[src/rtl/nibble_sum_collector_pkg.sv]
// Shared definitions for the nibble sum collector.
//   NIBBLE_W         width of one adder slice sum
//   NIBBLES_DEFAULT  default number of slices per assembled word
//   state_t          collector FSM states
package nibble_sum_collector_pkg;

    localparam int NIBBLE_W        = 4;
    localparam int NIBBLES_DEFAULT = 4;

    typedef enum logic [1:0] {
        IDLE    = 2'd0,
        COLLECT = 2'd1,
        HOLD    = 2'd2
    } state_t;

endpackage

[src/rtl/nibble_sum_collector.sv]
// Collects 4-bit adder slice results (sum nibble + carry-out) into one word.
// Slice 0 lands in bits [3:0]. A word completes on in_last or when all
// NIBBLES slots are filled. It is then held with out_valid until out_ready.
//
// Ports:
//   clk, rst   clock, synchronous active-high reset
//   in_valid   slice present           in_ready   slice accepted this cycle
//   in_s       slice sum nibble        in_cout    slice carry-out
//   in_last    final slice of word
//   out_valid  assembled word held     out_ready  downstream takes word
//   out_word   assembled sum           out_carry  carry of final slice
//   out_count  slices in held word
module nibble_sum_collector
    import nibble_sum_collector_pkg::*;
#(
    parameter int NIBBLES = NIBBLES_DEFAULT
) (
    input  logic                  clk,
    input  logic                  rst,
    input  logic                  in_valid,
    output logic                  in_ready,
    input  logic [NIBBLE_W-1:0]   in_s,
    input  logic                  in_cout,
    input  logic                  in_last,
    output logic                  out_valid,
    input  logic                  out_ready,
    output logic [4*NIBBLES-1:0]  out_word,
    output logic                  out_carry,
    output logic [3:0]            out_count
);

    localparam logic [3:0] LAST_IDX = 4'(NIBBLES - 1);

    state_t state, state_nx;

    logic [NIBBLES-1:0][NIBBLE_W-1:0] slots;
    logic [3:0] cnt;
    logic [3:0] idx;
    logic       accept;
    logic       final_slice;

    // The slice counter keeps its old value through IDLE; the first slice of
    // a new word always goes to slot 0.
    assign idx         = (state == IDLE) ? 4'd0 : cnt;
    assign accept      = in_valid && in_ready;
    assign final_slice = in_last || (idx == LAST_IDX);

    // State register
    always_ff @(posedge clk) begin
        if (rst) state <= IDLE;
        else     state <= state_nx;
    end

    // Next-state logic
    always_comb begin
        state_nx = state;
        case (state)
            IDLE, COLLECT: begin
                if (accept) state_nx = final_slice ? HOLD : COLLECT;
            end
            HOLD: begin
                if (out_ready) state_nx = IDLE;
            end
            default: state_nx = IDLE;
        endcase
    end

    // Output logic
    always_comb begin
        in_ready  = 1'b0;
        out_valid = 1'b0;
        case (state)
            IDLE, COLLECT: in_ready  = 1'b1;
            HOLD:          out_valid = 1'b1;
            default:       ;
        endcase
    end

    // Slot file, counter and held result. The slot file doubles as the
    // output word, so it keeps the last delivered word until the first slice
    // of the next word clears it.
    always_ff @(posedge clk) begin
        if (rst) begin
            slots     <= '0;
            cnt       <= '0;
            out_carry <= 1'b0;
            out_count <= '0;
        end else if (accept) begin
            for (int unsigned i = 0; i < NIBBLES; i++) begin
                if (4'(i) == idx)
                    slots[i] <= in_s;
                else if (state == IDLE)
                    slots[i] <= '0;
            end
            cnt <= idx + 4'd1;
            if (final_slice) begin
                out_carry <= in_cout;
                out_count <= idx + 4'd1;
            end
        end
    end

    assign out_word = slots;

endmodule

[config.mk]
export PLATFORM = sky130hd
export DESIGN_NAME = nibble_sum_collector
export DESIGN_NICKNAME = d
export VERILOG_FILES = /design/src/rtl/nibble_sum_collector_pkg.sv /design/src/rtl/nibble_sum_collector.sv
export SDC_FILE = /design/constraint.sdc
export NUM_CORES = 1
export LEC_CHECK = 0
export CAP_MARGIN = 15
export CORE_UTILIZATION = 35
export DETAILED_ROUTE_END_ITERATION = 10
export GPL_ROUTABILITY_DRIVEN = 0
export PLACE_DENSITY = 0.74
export SYNTH_ARGS = -nofsm -noshare
export SYNTH_HDL_FRONTEND = slang
export SYNTH_SLANG_ARGS = --single-unit
[constraint.sdc]
create_clock -name clk -period 1.7 [get_ports clk]
set_clock_uncertainty 0.15 [all_clocks]
set_input_delay 0.34 -clock clk [delete_from_list [all_inputs] [get_ports clk]]
set_output_delay 0.34 -clock clk [all_outputs]
set_load 0.01 [all_outputs]
==> out/metrics.csv <==
metric;value;unit
hold_viol;0;
internal-power;0.826;mW
synthCells;123;
drc_errors;0;
violations;setup timing;
wl;2.58;mm
netlist_area;0.00118;mm2
power.density;682;mW/mm2
critPathMaxFanout;7;
p_leak;0.720;nW
clk_path_buf_depth;2;
die_y;60;um
swShare;0.255;
crit_type;flip-flop to flip-flop;
ys_seq_area_frac;0.459;
path_cells;or4b_4 > o2bb2ai_4 > mux2i_1 > nor2_1;
ys_ff_latch;27;
placed_cell_area;0.00162;mm2
drive_above_1_share;0.187;
synth_edf_count;0;
grt_usage;0.165;
max_freq;588;MHz
drv_slew;0;
fin_area;0.00163;mm2
nNetsFinal;177;
cp_slowest_cell;or4b_4;
cts_sinks;27;
wl_per_cell;12.3;um
ios;33;
syn_avg_cell_area;9.57;um2
finalSetupViolCount;1;
utilization;0.520;
period_minus_slack;1700;ps
total_power;1.11;mW
tns;-0.990;ps
instances_no_fill;210;
vdd_drop_max;289;uV
io_buffers;32;
antenna_left;0;
start_kind;flip-flop;
start_util;0.376;
die_x;60;um
ys_warn_count;0;
clk_latency;320;ps
grt_overflow;0;
cts_max_level;1;
cts_root_buffer;clkbuf_4;
place_inst;205;
via_per_inst;4.85;
grt_max_degree;17;
required;1790;ps
tightest_slew;390;ps
pre_cts_ws;-454;ps
finalWorstSetupSlack;-0.990;ps
ys.flop_type;dfxtp_1;
cp.arrival;1790;ps
synth_fp_nets;133;
clk_pin_slew_worst_paths;150;ps
status;finished with violations;
rsz0062_at_grt;yes;
synthDistinctLibCells;29;
cp-end-kind;flip-flop;
synthArstFlopShare;0;
drt-pass1-iter-count;4;
dieArea;0.00360;mm2
dp_hpwl;2.06;mm
combPwrFrac;0.152;
grt_pass1_vias;982;
area_delta_synth_final;38.3;%
vias;1018;
max_slew_margin;0.739;
cpPeakStageDelay;550;ps
cts_tree;done;
core.rowCount;20;
drtIter0Drc;19;
cts_inserted_buffers;3;
n_antenna_cell;0;
p_switching;0.283;mW
drv_cap;0;
grt_pass1_wl;4.43;mm
hold_ws;318;ps
pwr-share-clk;0.255;
seqPwrFrac;0.593;
core;0.00313;mm2
period_share;1.00;
antenna_found_initial;0;
hold_class;flip-flop to flip-flop;
## placed cells by master (no fill, tap or decap), types with 2 or more instances in the layout
cell,n
dfxtp_1,23
dlygate4sd2_1,23
mux2i_1,20
nor2_1,18
buf_4,14
nand2_1,9
clkdlybuf4s50_1,8
nand3_1,7
nand2b_1,7
o21ai_1,4
dfxtp_2,4
inv_1,3
a21oi_1,3
clkbuf_4,3
o21ai_0,2
## cell type report
class	count	area (um2)
timing repair buffer	47	412
inverter	3	11.3
clock buffer	3	22.5
tap	44	55.1
clock inverter	1	7.51
sequential	27	546
fill	295	1500
multi-input combinational	85	574
## cells in the mapped netlist (2+ instances only)
| cell | number | area [um2] |
|---|---|---|
| buf_4 | 3 | 22.5 |
| nor2_1 | 18 | 67.6 |
| inv_1 | 3 | 11.3 |
| o21ai_0 | 2 | 10.0 |
| nand3_1 | 7 | 35.0 |
| a21oi_1 | 3 | 15.0 |
| o21ai_1 | 4 | 20.0 |
| nand2_1 | 9 | 33.8 |
| mux2i_1 | 20 | 200 |
| buf_2 | 2 | 10.0 |
| clkbuf_1 | 2 | 7.51 |
| dfxtp_1 | 27 | 541 |
| nand2b_1 | 7 | 43.8 |
## what timing repair did
action                     CTS  global route
gates resized for setup     27             3
hold buffers                 0             0
setup endpoints to repair   32            11
buffers inserted             1             0
pin swaps                    2             3
## routing by layer
| metal | routed length [um] | GRT usage | up-vias |
|---|---|---|---|
| met4 | 44 | 0.0698 | 0 |
| met2 | 1270 | 0.273 | 20 |
| met3 | 48 | 0.0195 | 5 |
| met1 | 1220 | 0.216 | 487 |
| met5 | 0 | 0 | - |
| li1 | - | - | 506 |
## cell families after synthesis
group / Yosys count / share of synthesized area
flops: 27 / 0.459
simple gates: 47 / 0.194
compound gates: 18 / 0.123
mux: 20 / 0.170
buf+inv: 11 / 0.0531
## power by group through the flow
stage	sequential, mW	combinational [mW]	clock [mW]
2_1_floorplan	0.674	0.0931	0
3_3_place_gp	0.671	0.172	0
3_5_place_dp	0.672	0.177	0
4_1_cts	0.658	0.170	0.289
5_1_grt	0.661	0.184	0.316
6_report	0.658	0.169	0.283
## state kept, by name (all words and copies together), names as in the netlist
name and flops:
out_carry 1, out_word 16, cnt 4, out_count 4, state 2
## critical path: cells and delay by family, from the launching register on
kind	cells	cell delay (ps)
and+or+nand+nor	2	610
DFF	1	350
AOI/OAI and AO/OA	1	260
muxes	1	250
## path summary, 6_finish.rpt
kind / start / endpoint / slack, ps / depth (start not counted)
setup / recovery: cnt[3]$_SDFFE_PP0P_ / out_carry$_SDFFE_PP0P_ / -1 / 4
hold reg to reg: out_word[6]$_SDFFE_PP0P_ / out_word[6]$_SDFFE_PP0P_ / 320 / 2
setup reg to reg: cnt[3]$_SDFFE_PP0P_ / out_carry$_SDFFE_PP0P_ / -1 / 4
hold / removal: out_word[6]$_SDFFE_PP0P_ / out_word[6]$_SDFFE_PP0P_ / 320 / 2
Note: power is estimated with default switching activity, not from simulation.
